==> config.mk <==
export PLATFORM = sky130hd
export DESIGN_NAME = alu_op_sequencer
export DESIGN_NICKNAME = d
export VERILOG_FILES = /design/src/rtl/alu_seq_pkg.sv /design/src/rtl/alu_op_sequencer_cmd_fifo.sv /design/src/rtl/alu_op_sequencer.sv
export SDC_FILE = /design/constraint.sdc
export NUM_CORES = 1
export LEC_CHECK = 0
export BUFFER_PORTS_ARGS = -buffer_cell sky130_fd_sc_hd__buf_4
export CORE_UTILIZATION = 50
export CTS_CLUSTER_SIZE = 10
export DETAILED_ROUTE_END_ITERATION = 10
export PLACE_DENSITY = 0.73
export SYNTH_ARGS = -nofsm -noshare
export SYNTH_HDL_FRONTEND = slang
export SYNTH_SLANG_ARGS = --single-unit
export TNS_END_PERCENT = 10
==> constraint.sdc <==
create_clock -name clk -period 2.35 [get_ports clk]
set_input_delay 0.1175 -clock clk [delete_from_list [all_inputs] [get_ports clk]]
set_output_delay 0.1175 -clock clk [all_outputs]
set_load 0.02 [all_outputs]
==> src/rtl/alu_seq_pkg.sv <==
// Shared types for the ALU operation sequencer: FSM states, the buffered command
// record and the ALU select width.
package alu_seq_pkg;
  localparam int SEL_W = 3;
  localparam int ALU_W = 4;

  typedef enum logic [1:0] {IDLE, ISSUE, CAPTURE, HOLD} state_t;

  typedef struct packed {
    logic [ALU_W-1:0] a;
    logic [ALU_W-1:0] b;
    logic             c;
    logic [SEL_W-1:0] s;
  } cmd_t;
endpackage

==> src/rtl/alu_op_sequencer_cmd_fifo.sv <==
// Synchronous command FIFO, valid/ready on both sides; pointers carry one extra
// wrap bit so full and empty are distinguishable without a counter.
module cmd_fifo
  import alu_seq_pkg::*;
#(
  parameter int DEPTH = 4
) (
  input  logic clk,
  input  logic reset,
  input  logic i_valid,
  output logic o_ready,
  input  cmd_t i_data,
  output logic o_valid,
  input  logic i_ready,
  output cmd_t o_data
);
  localparam int AW = $clog2(DEPTH);

  cmd_t        r_mem [DEPTH];
  logic [AW:0] r_wr_ptr;
  logic [AW:0] r_rd_ptr;
  logic        w_full;
  logic        w_empty;
  logic        w_push;
  logic        w_pop;

  assign w_full  = (r_wr_ptr[AW] != r_rd_ptr[AW]) &&
                   (r_wr_ptr[AW-1:0] == r_rd_ptr[AW-1:0]);
  assign w_empty = (r_wr_ptr == r_rd_ptr);
  assign w_push  = i_valid && !w_full;
  assign w_pop   = i_ready && !w_empty;
  assign o_ready = !w_full;
  assign o_valid = !w_empty;
  assign o_data  = r_mem[r_rd_ptr[AW-1:0]];

  always_ff @(posedge clk) begin
    if (reset) begin
      r_wr_ptr <= '0;
      r_rd_ptr <= '0;
    end else begin
      if (w_push) r_wr_ptr <= r_wr_ptr + 1'b1;
      if (w_pop)  r_rd_ptr <= r_rd_ptr + 1'b1;
    end
  end

  always_ff @(posedge clk) begin
    if (w_push) r_mem[r_wr_ptr[AW-1:0]] <= i_data;
  end
endmodule

==> src/rtl/alu_op_sequencer.sv <==
// Issues buffered ALU commands one at a time: holds operands, pulses the shared
// system enable for LAT cycles, then captures O/Cout onto a valid/ready result port.
module alu_op_sequencer
  import alu_seq_pkg::*;
#(
  parameter int DEPTH = 4,
  parameter int W     = 4,
  parameter int LAT   = 2
) (
  input  logic             clk,
  input  logic             reset,
  input  logic             cmd_valid,
  output logic             cmd_ready,
  input  logic [W-1:0]     cmd_a,
  input  logic [W-1:0]     cmd_b,
  input  logic             cmd_c,
  input  logic [SEL_W-1:0] cmd_s,
  output logic             alu_enable,
  output logic [W-1:0]     alu_a,
  output logic [W-1:0]     alu_b,
  output logic             alu_c,
  output logic [SEL_W-1:0] alu_s,
  input  logic [W-1:0]     alu_o,
  input  logic             alu_cout,
  output logic             res_valid,
  input  logic             res_ready,
  output logic [W-1:0]     res_o,
  output logic             res_cout,
  output logic             busy
);
  localparam int CW = (LAT > 1) ? $clog2(LAT) : 1;

  state_t           r_state;
  state_t           w_state_nxt;
  logic [CW-1:0]    r_cnt;
  logic             w_pop;
  logic             w_enable;
  logic             w_head_vld;
  cmd_t             w_cmd_in;
  cmd_t             w_head;
  logic [W-1:0]     r_alu_a;
  logic [W-1:0]     r_alu_b;
  logic             r_alu_c;
  logic [SEL_W-1:0] r_alu_s;
  logic [W-1:0]     r_res_o;
  logic             r_res_cout;
  logic             r_res_valid;

  assign w_cmd_in = '{a: cmd_a, b: cmd_b, c: cmd_c, s: cmd_s};

  cmd_fifo #(.DEPTH(DEPTH)) u_fifo (
    .clk     (clk),
    .reset   (reset),
    .i_valid (cmd_valid),
    .o_ready (cmd_ready),
    .i_data  (w_cmd_in),
    .o_valid (w_head_vld),
    .i_ready (w_pop),
    .o_data  (w_head)
  );

  always_ff @(posedge clk) begin
    if (reset) r_state <= IDLE;
    else       r_state <= w_state_nxt;
  end

  always_comb begin
    w_state_nxt = r_state;
    w_pop       = 1'b0;
    w_enable    = 1'b0;
    case (r_state)
      IDLE: begin
        if (w_head_vld) begin
          w_pop       = 1'b1;
          w_state_nxt = ISSUE;
        end
      end
      ISSUE: begin
        w_enable = 1'b1;
        if (r_cnt == CW'(LAT - 1)) w_state_nxt = CAPTURE;
      end
      CAPTURE: w_state_nxt = HOLD;
      HOLD: begin
        if (res_ready) w_state_nxt = IDLE;
      end
      default: w_state_nxt = IDLE;
    endcase
  end

  // Operands load only on pop, so they cannot move while the enable is high.
  always_ff @(posedge clk) begin
    if (reset) begin
      r_cnt       <= '0;
      r_alu_a     <= '0;
      r_alu_b     <= '0;
      r_alu_c     <= 1'b0;
      r_alu_s     <= '0;
      r_res_o     <= '0;
      r_res_cout  <= 1'b0;
      r_res_valid <= 1'b0;
    end else begin
      if (w_pop) begin
        r_alu_a <= w_head.a;
        r_alu_b <= w_head.b;
        r_alu_c <= w_head.c;
        r_alu_s <= w_head.s;
        r_cnt   <= '0;
      end else if (r_state == ISSUE) begin
        r_cnt <= r_cnt + CW'(1);
      end
      if (r_state == CAPTURE) begin
        r_res_o     <= alu_o;
        r_res_cout  <= alu_cout;
        r_res_valid <= 1'b1;
      end else if ((r_state == HOLD) && res_ready) begin
        r_res_valid <= 1'b0;
      end
    end
  end

  assign alu_enable = w_enable;
  assign alu_a      = r_alu_a;
  assign alu_b      = r_alu_b;
  assign alu_c      = r_alu_c;
  assign alu_s      = r_alu_s;
  assign res_valid  = r_res_valid;
  assign res_o      = r_res_o;
  assign res_cout   = r_res_cout;
  assign busy       = (r_state != IDLE) || w_head_vld;
endmodule
==> flow_metrics.py <==
metrics = {
    "global_route": {
        "antenna_found_initial": 0,
        "grt_max_degree": 29,
        "track_usage_pct": 18.1,
        "first_global_vias": 1672,
        "grt.overflow.total": 0,
        "grt_pass1_wl_um": 8100,
    },
    "timing": {
        "setup_violations": 0,
        "fin_crit_ps": 1980,
        "max_freq_mhz": 505,
        "tightest_slew_ps": 651,
        "setup_tns_ps": 0,
        "rsz0062_at_grt": "false",
        "timing.final.crit_share_pct": 84.3,
        "hold_viol": 0,
        "drv_slew": 0,
        "slew_headroom_pct": 56.6,
        "clock_skew_ps": 8.73,
    },
    "setup_path": {
        "regToRegStartpoint": "u_fifo.r_wr_ptr[1]",
        "arrival_ps": 1960,
        "cp.required_ps": 2330,
        "crit_start": "u_fifo.r_wr_ptr[1]",
        "slowest_stage": "and2_1",
        "cp-end-kind": "register",
        "cpPeakStageDelay_ps": 580,
        "crit_path_start_kind": "register",
        "critical_path_class": "reg -> reg",
        "crit_fanout": 12,
        "crit_path_cell_trace": "xor2_2, o31a_1, and2_1",
    },
    "job": {
        "maxCapViolCount": 0,
    },
    "logic_synthesis": {
        "avgSynthCellArea_um2": 16.0,
        "synthCells": 185,
        "syn_nets": 215,
        "yosysWarnings": 0,
        "yosysSeqAreaShare_pct": 66.9,
        "ys_ff_latch": 75,
        "syn_area_mm2": 0.00296,
        "synthDistinctLibCells": 27,
    },
    "min_path": {
        "hold_class": "in -> reg",
        "min-delay-start": "alu_o[1]",
    },
    "drt": {
        "drtPass1Iterations": 4,
        "drc": 0,
        "detail-route-antenna-nets": 0,
        "detail_route.wl_per_cell_um": 15.5,
        "vias_per_cell": 5.05,
        "drt_iter0_markers": 42,
        "vias": 1627,
        "wl_um": 5010,
    },
    "die": {
        "die_area_mm2": 0.00624,
        "ios": 42,
        "rows": 27,
        "coreArea_mm2": 0.00561,
        "die_y_um": 79.0,
        "die_w_um": 79.0,
        "initial_core_util_pct": 52.8,
    },
    "status": {
        "status": "finished, final reports clean",
    },
    "finish": {
        "layout_commonest_cell": "edfxtp_1",
        "utilization_pct": 65.2,
        "drive_above_1_share_pct": 30.4,
        "multi_input_area_um2": 901,
        "syn_to_final_growth_pct": 23.4,
        "fin_area_mm2": 0.00366,
        "nets": 275,
        "num_antenna_cells": 0,
        "regArea_mm2": 0.00198,
        "stdcell_count": 322,
        "layout_common_cells": "48 x edfxtp_1, 45 x buf_4, 27 x dfxtp_1, 23 x nor2_1, 20 x mux2i_1",
        "num-fill-cells": 430,
    },
    "clocking": {
        "cts_tree": "yes",
        "root_buffer": "clkbuf_8",
        "postCtsSetupBuffers": 0,
        "h-tree-depth": 3,
        "clk_pin_slew_ps": 70,
        "clk_latency_ps": 350,
        "cts-resized-gates": 0,
        "clock_path_buffers": 2,
        "cts_buffers": 9,
        "cts_sinks": 75,
    },
    "placed_design": {
        "dp.final_hpwl_um": 3210,
        "place_congestion": 0.723,
        "io_buffers": 41,
        "dpl.cell_count": 294,
        "dpl_cell_area_mm2": 0.00334,
    },
    "power": {
        "peakVddDrop_mv": 0.655,
        "leakage_nw": 1.43,
        "power_density_mw_per_mm2": 1070,
    },
}
[worst max-delay path, delay by kind of cell, from the launching register on]
kind             cells  cell delay (ps)
flip-flops           1              450
XOR/XNOR             1              300
AO/OA/AOI/OAI        1              280
AND/OR/NAND/NOR      1              580
[worst paths after layout]
path,endpoint,slack [ps],depth (start not counted)
worst min-delay path,res_o[1],20,3
worst max register to register,u_fifo.r_mem[2][11],370,3
worst max-delay path,u_fifo.r_mem[2][11],370,3
worst min register to register,alu_b[3],500,2
[synthesized netlist by cell type (all sizes together)]
master | instances | area [µm²]
o21ai | 1 | 5.00
inv | 9 | 33.8
clkbuf | 5 | 18.8
xnor2 | 3 | 26.3
o311ai | 1 | 8.76
xor2 | 5 | 58.8
o22ai | 1 | 6.26
a211oi | 1 | 7.51
ha | 9 | 113
mux2i | 20 | 200
mux4 | 12 | 270
buf | 3 | 27.5
nor2 | 23 | 86.3
o31a | 1 | 8.76
nor3 | 3 | 20.0
nand2 | 2 | 7.51
o31ai | 1 | 21.3
nand2b | 2 | 12.5
and2 | 3 | 18.8
edfxtp | 48 | 1440
a21o | 1 | 7.51
or3 | 2 | 12.5
dfxtp | 27 | 541
a21oi | 2 | 10.0
[metrics by stage]
stage | setup WS, ps | total power, mW | hold WS (ps)
floorplan | 645 | 2.59 | 216
global placement | 402 | 2.95 | 321
detailed placement | 344 | 2.98 | 323
CTS | 318 | 3.94 | 12.9
global route | 231 | 4.10 | 26.2
finish | 369 | 3.91 | 15.9
[registers in the layout, indices dropped and copies added (netlist names)]
signal	flops
alu_b	4
res_o	4
r_cnt	1
u_fifo.r_mem	48
u_fifo.r_rd_ptr	3
r_state	2
alu_a	4
res_valid	1
u_fifo.r_wr_ptr	3
alu_s	3
alu_c	1
res_cout	1
[logic make-up (layout without fill, tap and decap cells)]
family | count (synthesis) | after routing | synth area share [%]
DFF | 75 | 75 | 66.9
AOI/OAI and AO/OA | 9 | 9 | 2.53
muxes | 32 | 32 | 15.9
adders and majority gates | 9 | 9 | 3.80
and+or+nand+nor | 35 | 35 | 5.32
xor gates and xnor gates | 8 | 8 | 2.87
buffers and inverters | 17 | 82 | 2.70
[final cells by class]
type,instances,area share (%)
Timing Repair Buffer,57,12.5
Clock buffer,9,3.39
Clock inverter,7,1.85
Multi-Input combinational cell,93,24.6
Sequential cell,75,54.2
Tap cell,72,2.46
Inverter,9,0.924
[repair_timing]
item | 4_1_cts | 5_1_grt
endpoints found under the hold margin | 48 | 0
setup endpoints to repair | 0 | 0
hold buffers | 12 | 0
[metal layers]
metal / vias to the layer above / wire length (µm) / share of wire [%] / track usage [%]
met4: 0 / 127 / 2.5 / 10.9
met2: 35 / 2390 / 48 / 28.9
met1: 790 / 2310 / 46 / 22.8
li1: 791 / - / - / -
met5: - / 0 / 0 / 0
met3: 11 / 177 / 3.5 / 3.68
[where the power goes]
group	switching, mW	leakage (nW)	internal, mW
Clock	0.475	0.0931	0.486
Sequential	0.0982	0.662	1.59
Combinational	0.649	0.679	0.605
No activity file was read; power rests on OpenSTA's default activity.
